===== src/rtl/func_inverse_search.sv =====
// func_inverse_search: inverse lookup on a monotonic non-decreasing table.
// Returns the largest index z with func(z) <= target. It does this by a
// successive-approximation search that drives the shared table index port.
// Optional macro INV_ROUND_EN adds a ROUND cycle. That cycle picks the nearer
// of z and z+1, and ties keep the lower index.
module func_inverse_search #(
  parameter int AW = 8,
  parameter int DW = 12
) (
  input  logic          clk,
  input  logic          reset,
  input  logic          in_valid,
  output logic          in_ready,
  input  logic [DW-1:0] target,
  output logic [AW-1:0] rom_addr,
  input  logic [DW-1:0] rom_data,
  output logic          out_valid,
  input  logic          out_ready,
  output logic [AW-1:0] z_out,
  output logic          exact,
  output logic          under
);

  localparam int KW = (AW > 1) ? $clog2(AW) : 1;
  localparam logic [AW-1:0] ONE = AW'(1);

  typedef enum logic [1:0] {S_IDLE, S_SEARCH, S_ROUND, S_DONE} state_t;

  state_t        state_q, state_d;
  logic [AW-1:0] cand_q, cand_d;
  logic [DW-1:0] fz_q, fz_d;
  logic [DW-1:0] tgt_q, tgt_d;
  logic [KW-1:0] k_q, k_d;
  logic          under_q, under_d;
  logic          in_ready_q, in_ready_d;
  logic          out_valid_q, out_valid_d;
  logic [AW-1:0] z_q, z_d;
  logic          exact_q, exact_d;
  logic [AW-1:0] probe;

  assign probe     = cand_q | (ONE << k_q);
  assign in_ready  = in_ready_q;
  assign out_valid = out_valid_q;
  assign z_out     = z_q;
  assign exact     = exact_q;
  assign under     = under_q;

  // Table index: the trial index while searching, cand+1 while rounding, else 0.
  always_comb begin
    rom_addr = '0;
    case (state_q)
      S_SEARCH: rom_addr = probe;
      S_ROUND:  rom_addr = cand_q + ONE;
      default:  rom_addr = '0;
    endcase
  end

  // Next-state and next-output computation for the search FSM.
  always_comb begin
    state_d     = state_q;
    cand_d      = cand_q;
    fz_d        = fz_q;
    tgt_d       = tgt_q;
    k_d         = k_q;
    under_d     = under_q;
    in_ready_d  = in_ready_q;
    out_valid_d = out_valid_q;
    z_d         = z_q;
    exact_d     = exact_q;
    case (state_q)
      S_IDLE: begin
        // rom_addr is 0 here, so rom_data is func(0).
        if (in_valid) begin
          tgt_d      = target;
          under_d    = rom_data > target;
          fz_d       = rom_data;
          cand_d     = '0;
          k_d        = KW'(AW - 1);
          in_ready_d = 1'b0;
          state_d    = S_SEARCH;
        end
      end
      S_SEARCH: begin
        if (rom_data <= tgt_q) begin
          cand_d = probe;
          fz_d   = rom_data;
        end
        if (k_q == '0) begin
`ifdef INV_ROUND_EN
          state_d     = S_ROUND;
`else
          state_d     = S_DONE;
          out_valid_d = 1'b1;
          z_d         = under_q ? '0 : cand_d;
          exact_d     = (fz_d == tgt_q) && !under_q;
`endif
        end else begin
          k_d = k_q - KW'(1);
        end
      end
      S_ROUND: begin
        // When cand < max, cand is the floor, so func(cand+1) > target and
        // func(cand) <= target. Both differences are therefore non-negative.
        state_d     = S_DONE;
        out_valid_d = 1'b1;
        z_d         = under_q ? '0 : cand_q;
        exact_d     = (fz_q == tgt_q) && !under_q;
        if (cand_q != '1 && !under_q &&
            (rom_data - tgt_q) < (tgt_q - fz_q)) begin
          cand_d  = cand_q + ONE;
          z_d     = cand_q + ONE;
          fz_d    = rom_data;
          exact_d = (rom_data == tgt_q);
        end
      end
      default: begin
        if (out_ready) begin
          out_valid_d = 1'b0;
          in_ready_d  = 1'b1;
          state_d     = S_IDLE;
        end
      end
    endcase
  end

  // State and registered outputs. Reset aborts any search in flight.
  always_ff @(posedge clk or posedge reset) begin
    if (reset) begin
      state_q     <= S_IDLE;
      cand_q      <= '0;
      fz_q        <= '0;
      tgt_q       <= '0;
      k_q         <= '0;
      under_q     <= 1'b0;
      in_ready_q  <= 1'b1;
      out_valid_q <= 1'b0;
      z_q         <= '0;
      exact_q     <= 1'b0;
    end else begin
      state_q     <= state_d;
      cand_q      <= cand_d;
      fz_q        <= fz_d;
      tgt_q       <= tgt_d;
      k_q         <= k_d;
      under_q     <= under_d;
      in_ready_q  <= in_ready_d;
      out_valid_q <= out_valid_d;
      z_q         <= z_d;
      exact_q     <= exact_d;
    end
  end

endmodule


===== config.mk =====
export PLATFORM = sky130hd
export DESIGN_NAME = func_inverse_search
export DESIGN_NICKNAME = d
export VERILOG_FILES = /design/src/rtl/func_inverse_search.sv
export SDC_FILE = /design/constraint.sdc
export NUM_CORES = 1
export LEC_CHECK = 0
export ABC_AREA = 1
export CAP_MARGIN = 30
export CORE_MARGIN = 3
export CORE_UTILIZATION = 45
export DETAILED_ROUTE_END_ITERATION = 7
export PLACE_DENSITY = 0.77
export SETUP_SLACK_MARGIN = 0.3
export SYNTH_ARGS = -nofsm -noshare
export SYNTH_HDL_FRONTEND = slang
export SYNTH_SLANG_ARGS = --single-unit

===== constraint.sdc =====
create_clock -name clk -period 4.4 [get_ports clk]
set_clock_uncertainty 0.05 [all_clocks]
set_input_delay 0.88 -clock clk [delete_from_list [all_inputs] [get_ports clk]]
set_output_delay 0.88 -clock clk [all_outputs]
set_load 0.005 [all_outputs]

==> results of run 1 <==
==> cells in the mapped netlist (2+ instances only) <==
master	count
a211oi_1	2
a21oi_1	67
a31oi_1	10
buf_2	2
buf_4	3
buf_6	6
clkbuf_1	7
dfrtp_1	48
fa_1	2
ha_1	56
inv_1	103
inv_2	2
nand2_1	143
nand2_2	3
nand3_1	68
nand3_2	3
nand4_1	4
nor2_1	53
nor3_1	3
o211ai_1	6
o21ai_0	69
o31ai_1	3
xnor2_1	11
xor2_1	11
==> critical path, cell delays in order <==
cell and delay (ns):
clkdlybuf4s50_1 0.50, ha_1 0.39, a21oi_1 0.20, o21ai_2 0.09, nand3_1 0.07, nand2_1 0.07
nand2_1 0.06, nand2_1 0.06, nand2_1 0.05, nand2_1 0.06, xor2_1 0.14, ha_1 0.32
a21oi_2 0.17, o21ai_2 0.08, a21oi_2 0.13, nand3_2 0.10, nand2_2 0.08, inv_2 0.06
nor2_4 0.13, nand2_4 0.10, buf_12 0.16, a21oi_1 0.11, a21oi_1 0.05
==> sequential cells by signal (all words and copies together), names as in the netlist <==
signal     count
under          1
state_q        2
exact          1
fz_q          12
cand_q         8
in_ready       1
k_q            3
tgt_q         12
z_out          8
out_valid      1
==> area by class of cell <==
type,instances,area [sq um],share of cell area [%]
Sequential cell,49,1230,21.3
Clock buffer,6,82.6,1.44
Multi-Input combinational cell,521,3110,54.0
Tap cell,133,166,2.89
Timing Repair Buffer,74,736,12.8
Clock inverter,2,37.5,0.653
Inverter,105,394,6.85
==> through the flow <==
step,util (%),cell area [sq um],worst slack [ns]
3_5_place_dp,54.5,5450,-0.0466
2_1_floorplan,-,4750,0.548
5_1_grt,57.5,5750,0.274
6_report,57.5,5750,0.480
4_1_cts,55.7,5570,0.306
3_3_place_gp,54.3,5430,0.000372
==> kinds of logic after synthesis <==
| group | count (synthesis) |
|---|---|
| AOI/OAI and AO/OA | 161 |
| xor gates and xnor gates | 22 |
| adders and majority gates | 58 |
| buffers and inverters | 125 |
| DFF | 49 |
| and+or+nand+nor | 280 |
==> how the worst max path moves through the flow <==
stage	from	end	slack, ns
after floorplan	rom_data[2]	fz_q[11]	0.55
after global placement	rom_data[0]	cand_q[6]	0.0004
after detailed placement	rom_data[2]	fz_q[1]	-0.05
after CTS	rom_data[2]	fz_q[1]	0.31
after global routing	tgt_q[0]	cand_q[4]	0.27
final	rom_data[6]	cand_q[4]	0.48
==> routing by layer <==
metal	global-route usage (%)	vias to the layer above	share of wire, %
met4	5.14	0	1.1
met2	39.7	167	48
li1	-	2427	-
met5	0	-	0
met3	3.02	14	6.0
met1	31.6	2301	45
==> what timing repair did <==
| item | in CTS | in global routing |
|---|---|---|
| hold endpoints to repair | 0 | 0 |
| gates cloned | 0 | 1 |
| hold buffers | 0 | 0 |
| resized for setup | 1 | 33 |
| pin swaps | 0 | 11 |
| setup endpoints to repair | 11 | 29 |
| buffers inserted | 0 | 1 |
==> run summary, run 1 <==
placed insts: 880
global route total overflow: 0
sequential share of the synthesized area: 25.8%
Period Utilization, post-route: 89.1%
Yosys cell types: 34
initial antenna violation count: 0
TritonRoute pass-1 iters: 6
multiplexer area fraction after synthesis: 0%
CP Data Required Time: 4.56 ns
Max Slew Vio Count: 0
worst-margin pin slew: 0.783 ns
CTS tree: done
boundary pin count: 48
Initial Util: 47.5%
largest cells by area after synthesis: dfrtp_1 (25%), ha_1 (15%), nand2_1 (11%), inv_1 (8.1%), o21ai_0 (7.3%)
Synth Area in Compound Gates: 18.0%
Final ANT Viol Nets: 0
TritonCTS Buffers: 5
vias in the first global route: 4680
unrepaired setup endpoints after global routing: no
status: completed
Vias: 4909
Slew HR: 47.6%
cells on worst reg2reg path: 23
most common cell after layout, fill and taps aside: nand2_1
fin nets: 842
YS warnings: 0
Synth area leader: dfrtp_1
fmax: 255 MHz
max-capacitance violation count: 0
post-DR vias/cell: 5.52
R2R setup slack: 0.55 ns
ys async rst share: 100%
Post-Route WL: 13.9 mm
Post-synth EDFFs: 0
Placeable Area: 10000 sq um
first-pass GRT wire length: 21.9 mm
Syn Std Cell Area: 4750 sq um
share of cells above drive strength 1: 8.98%
H-tree depth: 2
critical path startpoint category: input pin
syn_area_per_cell: 6.84 sq um
largest family of logic cells by synthesized area: simple AND/OR/NAND/NOR gates
drt wl/cell: 15.6 um
XOR/XNOR Fraction of Synth Area: 4.05%
Final GP Congestion: 0.937
most frequent cells in the layout: nand2_1 (141), inv_1 (101), nand3_1 (68)
post-synthesis adder-cell area fraction: 15.6%
RR Endpoint: cand_q[4]
Setup TNS Final: 0 ns
All-Layer GR Usage: 23.3%
die height: 109 um
Seq cells post-synth: 49
clock latency on the worst-skew pair: 0.32 ns
CP arrival: 4.08 ns
root buffer cell: clkbuf_8
Final HPWL DP: 10.5 mm
worst hold stages: 2
Final Hold Viols: 0
row cnt: 36
initial DRC count: 357
Net Count, Synth: 781
Tmin final: 3.92 ns
largest net degree at the start of global routing: 36
CTS clk-pin slew, worst paths: 0.10 ns
Post-Synth Simple-Gate Area: 25.0%
Max Root-Sink Buffers: 2
Area Overhead vs Synth: 21.0%
Clock Sinks: 49
CP Max Fanout: 11
worst hold margin: 0.462 ns
Non-Filler Instances: 890
RR Startpoint: tgt_q[0]
ANT cells: 0
Setup-failing EPs final: 0
CP Class: input pin to flop
die area: 11800 sq um
post-synth top area share: 25.3%
Worst setup EP type: flop
gate count of the mapped netlist: 695
Port Buffer Count: 47
hold worst-path end: out_valid
worst min path class: flop to flop
min-delay src: out_valid
DRC violations left: 0
DIE WIDTH: 109 um
Most used DFF post-synth: dfrtp_1
Filler cells: 951
Power of run 1 is not shown: default switching activity piles up to over one toggle a cycle in this logic, so the estimate is an artifact.
==> inputs of run 2 (changes only) <==
--- a/config.mk
+++ b/config.mk
@@ -9,3 +9,2 @@
 export CAP_MARGIN = 30
-export CORE_MARGIN = 3
 export CORE_UTILIZATION = 45
--- a/constraint.sdc
+++ b/constraint.sdc
@@ -4,2 +4,2 @@
 set_output_delay 0.88 -clock clk [all_outputs]
-set_load 0.005 [all_outputs]
+set_load 0.1 [all_outputs]
==> run 2 against run 1 <==
  * Global-route usage up 1.9 points
  * Core utilization down 2.6 points
  * Clock-buffer cell count up 1
  * Via count up 0.84%
==> run summary, run 2 (synthesized netlist as in run 1, its figures left out) <==
TritonCTS Buffers: 5 (unchanged)
All-Layer GR Usage: 25.2% (was 23.3%)
CP arrival: 3.99 ns (was 4.08 ns)
Final HPWL DP: 10.6 mm (was 10.5 mm)
Port Buffer Count: 47 (unchanged)
most common cell after layout, fill and taps aside: nand2_1 (unchanged)
unrepaired setup endpoints after global routing: no (unchanged)
placed insts: 884 (was 880)
Final GP Congestion: 0.916 (was 0.937)
RR Endpoint: cand_q[4] (unchanged)
area of the multi-input gates: 3080 sq um (was 3110 sq um)
initial antenna violation count: 0 (unchanged)
worst-margin pin slew: 0.988 ns (was 0.783 ns)
worst hold margin: 0.453 ns (was 0.462 ns)
Area Overhead vs Synth: 18.7% (was 21.0%)
Max Root-Sink Buffers: 2 (unchanged)
Crit path largest cell delay: 0.29 ns (was 0.50 ns)
initial DRC count: 364 (was 357)
cells on worst reg2reg path: 23 (unchanged)
DIE WIDTH: 105 um (was 109 um)
Placeable Area: 10300 sq um (was 10000 sq um)
fin nets: 841 (was 842)
Setup-failing EPs final: 0 (unchanged)
CTS tree: done (unchanged)
post-DR vias/cell: 5.55 (was 5.52)
biggest regs: fz_q x12, tgt_q x12 (unchanged)
Tmin final: 3.85 ns (was 3.92 ns)
Final Hold Viols: 0 (unchanged)
ANT cells: 0 (unchanged)
worst hold stages: 2 (unchanged)
share of cells above drive strength 1: 8.73% (was 8.98%)
drt wl/cell: 15.4 um (was 15.6 um)
vias in the first global route: 4720 (was 4680)
RR Startpoint: tgt_q[0] (unchanged)
delay-heaviest family, CP: simple AND/OR/NAND/NOR gates (was compound AO/OA/AOI/OAI gates)
Seq. cell area: 1230 sq um (unchanged)
DRC violations left: 0 (unchanged)
row cnt: 37 (was 36)
Slew HR: 33.9% (was 47.6%)
Buf/Inv on CP: 3 (unchanged)
global route total overflow: 0 (unchanged)
CP Max Fanout: 22 (was 11)
critical path startpoint category: input pin (unchanged)
CP Data Required Time: 4.54 ns (was 4.56 ns)
fmax: 260 MHz (was 255 MHz)
max-capacitance violation count: 0 (unchanged)
Vias: 4950 (was 4909)
Worst setup EP type: flop (unchanged)
clock latency on the worst-skew pair: 0.31 ns (was 0.32 ns)
Post-Route WL: 13.8 mm (was 13.9 mm)
Critical-path top delay cell: ha_4 (was clkdlybuf4s50_1)
Non-Filler Instances: 892 (was 890)
Setup TNS Final: 0 ns (unchanged)
R2R setup slack: 0.56 ns (was 0.55 ns)
CTS clk-pin slew, worst paths: 0.10 ns (about the same)
CP Class: input pin to flop (unchanged)
Max Slew Vio Count: 0 (unchanged)
TritonRoute pass-1 iters: 5 (was 6)
H-tree depth: 2 (unchanged)
first-pass GRT wire length: 22.2 mm (was 21.9 mm)
root buffer cell: clkbuf_8 (unchanged)
boundary pin count: 48 (unchanged)
most frequent cell on the critical path: nand2_1 (unchanged)
worst min path class: flop to flop (unchanged)
Period Utilization, post-route: 87.4% (was 89.1%)
die area: 11000 sq um (was 11800 sq um)
largest net degree at the start of global routing: 38 (was 36)
most frequent cells in the layout: nand2_1 (141), inv_1 (101), nand3_1 (68) (unchanged)
Setup Buffers After CTS: 0 (unchanged)
Initial Util: 46.2% (was 47.5%)
status: completed (unchanged)
min-delay src: out_valid (unchanged)
die height: 105 um (was 109 um)
Util after Layout: 54.9% (was 57.5%)
Final ANT Viol Nets: 0 (unchanged)
hold worst-path end: out_valid (unchanged)
Clock Sinks: 49 (unchanged)
Filler cells: 1019 (was 951)
CTS Hold Bufs: 0 (unchanged)
==> run 2: cell count changes in the layout (fill, tap and decap cells not counted), sizes merged <==
cell / before / now
buf: 26 / 34
bufinv: 1 / 0
clkdlybuf4s50: 42 / 34
dlygate4sd2: 0 / 3
dlymetal6s2s: 5 / 2
==> run 2: repair_timing <==
item / CTS / global route
cloned: 0 / 0
pin swaps: 6 / 9
endpoints found under the setup margin: 21 / 29
gates resized for setup: 7 / 17
hold endpoints to repair: 0 / 0
==> run 2: worst reg2reg max path: stages, from the launching register on <==
cell and delay, ns:
dfrtp_1 0.44, inv_1 0.12, ha_1 0.15, inv_1 0.06
fa_1 0.40, a21oi_1 0.15, nor2_1 0.05, nor2_1 0.21
o221ai_1 0.22, a21o_1 0.20, a21oi_1 0.16, xor2_1 0.17
ha_1 0.25, nand2_1 0.08, nor2_1 0.07, a21oi_2 0.16
nand3_2 0.10, nand2_2 0.08, inv_2 0.06, nor2_4 0.13
nand2_4 0.08, buf_12 0.16, a21oi_1 0.12, a21oi_1 0.05
==> run 2: worst max-delay path by stage <==
stage,from,depth (start not counted),to
6_report,rom_data[4],25,cand_q[4]
5_1_grt,rom_data[4],25,cand_q[0]
4_1_cts,rom_data[1],25,cand_q[3]
3_5_place_dp,rom_data[0],25,cand_q[3]
3_3_place_gp,rom_data[0],25,cand_q[6]
2_1_floorplan,rom_data[2],24,cand_q[2]
==> run 2: area by class of cell <==
type | instances | share of cell area (%)
well taps | 136 | 3.02
inverters | 105 | 6.98
repair buffers | 73 | 12.1
clock inverters | 1 | 0.133
multi-input cells | 521 | 54.6
flip-flops and latches | 49 | 21.8
clock buffers | 7 | 1.35
==> run 2: routing by layer <==
metal,vias up,track usage (%),share of wire (%)
met5,-,0,0
met4,0,6.84,1.8
met3,23,2.99,6.5
met2,199,42.3,47
met1,2308,34.0,45
li1,2420,-,-
==> run 2: metrics by stage <==
stage	cell area (sq um)	worst slack, ns
after floorplan	4750	0.548
after global placement	5430	-0.0465
after detailed placement	5450	-0.102
after CTS	5570	0.323
after global routing	5640	0.277
final	5640	0.553
Power of run 2 is left out for the same reason.
==> inputs of run 3 (changes only) <==
CORE_MARGIN = 3   (was default)
==> run 3 against run 2 <==
  * Non-clock buffer count grew 6
  * Die area is 7.8% higher
  * Core utilization grew 2.1 points
  * Sequential share of layout area fell by 0.20 points
  * Worst setup slack worse by 0.0087 ns
  * Sequential cell count unchanged
  * Register-to-register slack gained 0.05 ns
  * Routed wire length grew 0.34%
  * Design area grew 0.93%
  * Cell count is 0.34% higher
  * Worst hold slack got worse by 0.0029 ns
  * Critical path type unchanged
  * Largest cell class unchanged
  * Highest routed layer unchanged
==> run summary, run 3 (synthesized netlist as in run 1, its figures left out) <==
clock latency on the worst-skew pair: 0.31 ns (about the same)
Period Utilization, post-route: 87.6% (was 87.4%)
initial antenna violation count: 0 (unchanged)
first-pass GRT wire length: 22.7 mm (was 22.2 mm)
Vias: 4924 (was 4950)
status: completed (unchanged)
DIE WIDTH: 109 um (was 105 um)
Placeable Area: 10000 sq um (was 10300 sq um)
Final HPWL DP: 10.7 mm (was 10.6 mm)
Setup-failing EPs final: 0 (unchanged)
Initial Util: 47.5% (was 46.2%)
Clock Sinks: 49 (unchanged)
All-Layer GR Usage: 24.2% (was 25.2%)
die area: 11800 sq um (was 11000 sq um)
share of cells above drive strength 1: 9.84% (was 8.73%)
largest net degree at the start of global routing: 32 (was 38)
Final ANT Viol Nets: 0 (unchanged)
critical path startpoint category: input pin (unchanged)
boundary pin count: 48 (unchanged)
most frequent cell on the critical path: nand2_1 (unchanged)
worst-margin pin slew: 0.974 ns (was 0.988 ns)
max-capacitance violation count: 0 (unchanged)
Post-Route WL: 13.8 mm (about the same)
Setup TNS Final: 0 ns (unchanged)
vias in the first global route: 4750 (was 4720)
delay-heaviest family, CP: simple AND/OR/NAND/NOR gates (unchanged)
biggest regs: fz_q x12, tgt_q x12 (unchanged)
TritonCTS Buffers: 5 (unchanged)
DRC violations left: 0 (unchanged)
crit-path cells: clkdlybuf4s50_1 > ha_1 > nand2_1 > inv_1 > nand2_1 > inv_1 > a21oi_1 > nor2_1 > nor2_1 > xnor2_1 > ha_1 > nand2_1 > nor2_2 > nand3_1 > nand3_2 > nand2_2 > inv_2 > nor2_4 > nand2_4 > bufbuf_16 > a21oi_1
CTS tree: done (unchanged)
initial DRC count: 358 (was 364)
Final GP Congestion: 0.962 (was 0.916)
fin nets: 847 (was 841)
CP arrival: 4.00 ns (was 3.99 ns)
root buffer cell: clkbuf_8 (unchanged)
global route total overflow: 0 (unchanged)
CTS clk-pin slew, worst paths: 0.09 ns (was 0.10 ns)
Worst setup EP type: flop (unchanged)
worst hold margin: 0.451 ns (was 0.453 ns)
drt wl/cell: 15.4 um (about the same)
Buf/Inv on CP: 5 (was 3)
most common cell after layout, fill and taps aside: nand2_1 (unchanged)
die height: 109 um (was 105 um)
Port Buffer Count: 47 (unchanged)
worst min path class: flop to flop (unchanged)
H-tree depth: 2 (unchanged)
CP Data Required Time: 4.54 ns (about the same)
Slew HR: 34.8% (was 33.9%)
Max Root-Sink Buffers: 2 (unchanged)
row cnt: 36 (was 37)
ANT cells: 0 (unchanged)
CP Max Fanout: 14 (was 22)
Max Slew Vio Count: 0 (unchanged)
Critical-path top delay cell: clkdlybuf4s50_1 (was ha_4)
Area Overhead vs Synth: 19.9% (was 18.7%)
most frequent cells in the layout: nand2_1 (142), inv_1 (101), nand3_1 (68) (was nand2_1 (141), inv_1 (101), nand3_1 (68))
Final Hold Viols: 0 (unchanged)
post-DR vias/cell: 5.50 (was 5.55)
Tmin final: 3.86 ns (was 3.85 ns)
TritonRoute pass-1 iters: 5 (unchanged)
CP Class: input pin to flop (unchanged)
fmax: 259 MHz (was 260 MHz)
Crit path largest cell delay: 0.49 ns (was 0.29 ns)
unrepaired setup endpoints after global routing: no (unchanged)
[run 3: final timing paths]
path	depth (start not counted)	from	endpoint	slack (ns)
max	21	rom_data[7]	cand_q[4]	0.54
max in group asynchronous	3	reset	in_ready	2.85
min reg2reg	2	out_valid	out_valid	0.45
min in group asynchronous	2	reset	cand_q[3]	0.85
min	2	out_valid	out_valid	0.45
max reg2reg	23	tgt_q[0]	cand_q[1]	0.61
[run 3: timing repair]
action | in CTS | in global routing
gates cloned | 1 | 0
hold buffers | 0 | 0
pin swaps | 11 | 10
endpoints found under the setup margin | 20 | 22
resized for setup | 12 | 16
endpoints found under the hold margin | 0 | 0
buffers inserted | 2 | 4
[run 3: layer usage]
| metal | track usage [%] | share of wire (%) | vias up |
|---|---|---|---|
| li1 | - | - | 2424 |
| met1 | 33.0 | 44 | 2285 |
| met2 | 39.8 | 46 | 195 |
| met3 | 4.44 | 7.7 | 20 |
| met4 | 5.95 | 1.6 | 0 |
| met5 | 0 | 0 | - |
[run 3: worst register-to-register path: cells and delay by family, from the launching register on]
family,cells,cell delay (ns)
xor gates and xnor gates,1,0.18
adders and majority gates,3,0.83
buffers and inverters,4,0.53
and+or+nand+nor,9,0.82
DFF,1,0.41
AOI/OAI and AO/OA,6,0.86
[run 3: area by class of cell]
type	instances	area, sq um
flip-flops and latches	49	1230
repair buffers	79	741
fillers	978	4300
multi-input cells	521	3080
inverters	105	394
well taps	133	166
clock buffers	6	72.6
clock inverters	2	10.0
[run 3: per-stage QoR]
| stage | utilization [%] | setup WS, ns | std cells | area, sq um |
|---|---|---|---|---|
| finish | 57.0 | 0.544 | 895 | 5700 |
| global route | 57.0 | 0.299 | 895 | 5700 |
| CTS | 56.0 | 0.333 | 891 | 5600 |
| detailed placement | 54.3 | -0.117 | 880 | 5430 |
| global placement | 54.1 | -0.0303 | 879 | 5410 |
| floorplan | - | 0.548 | 695 | 4750 |
Power of run 3 is left out for the same reason.
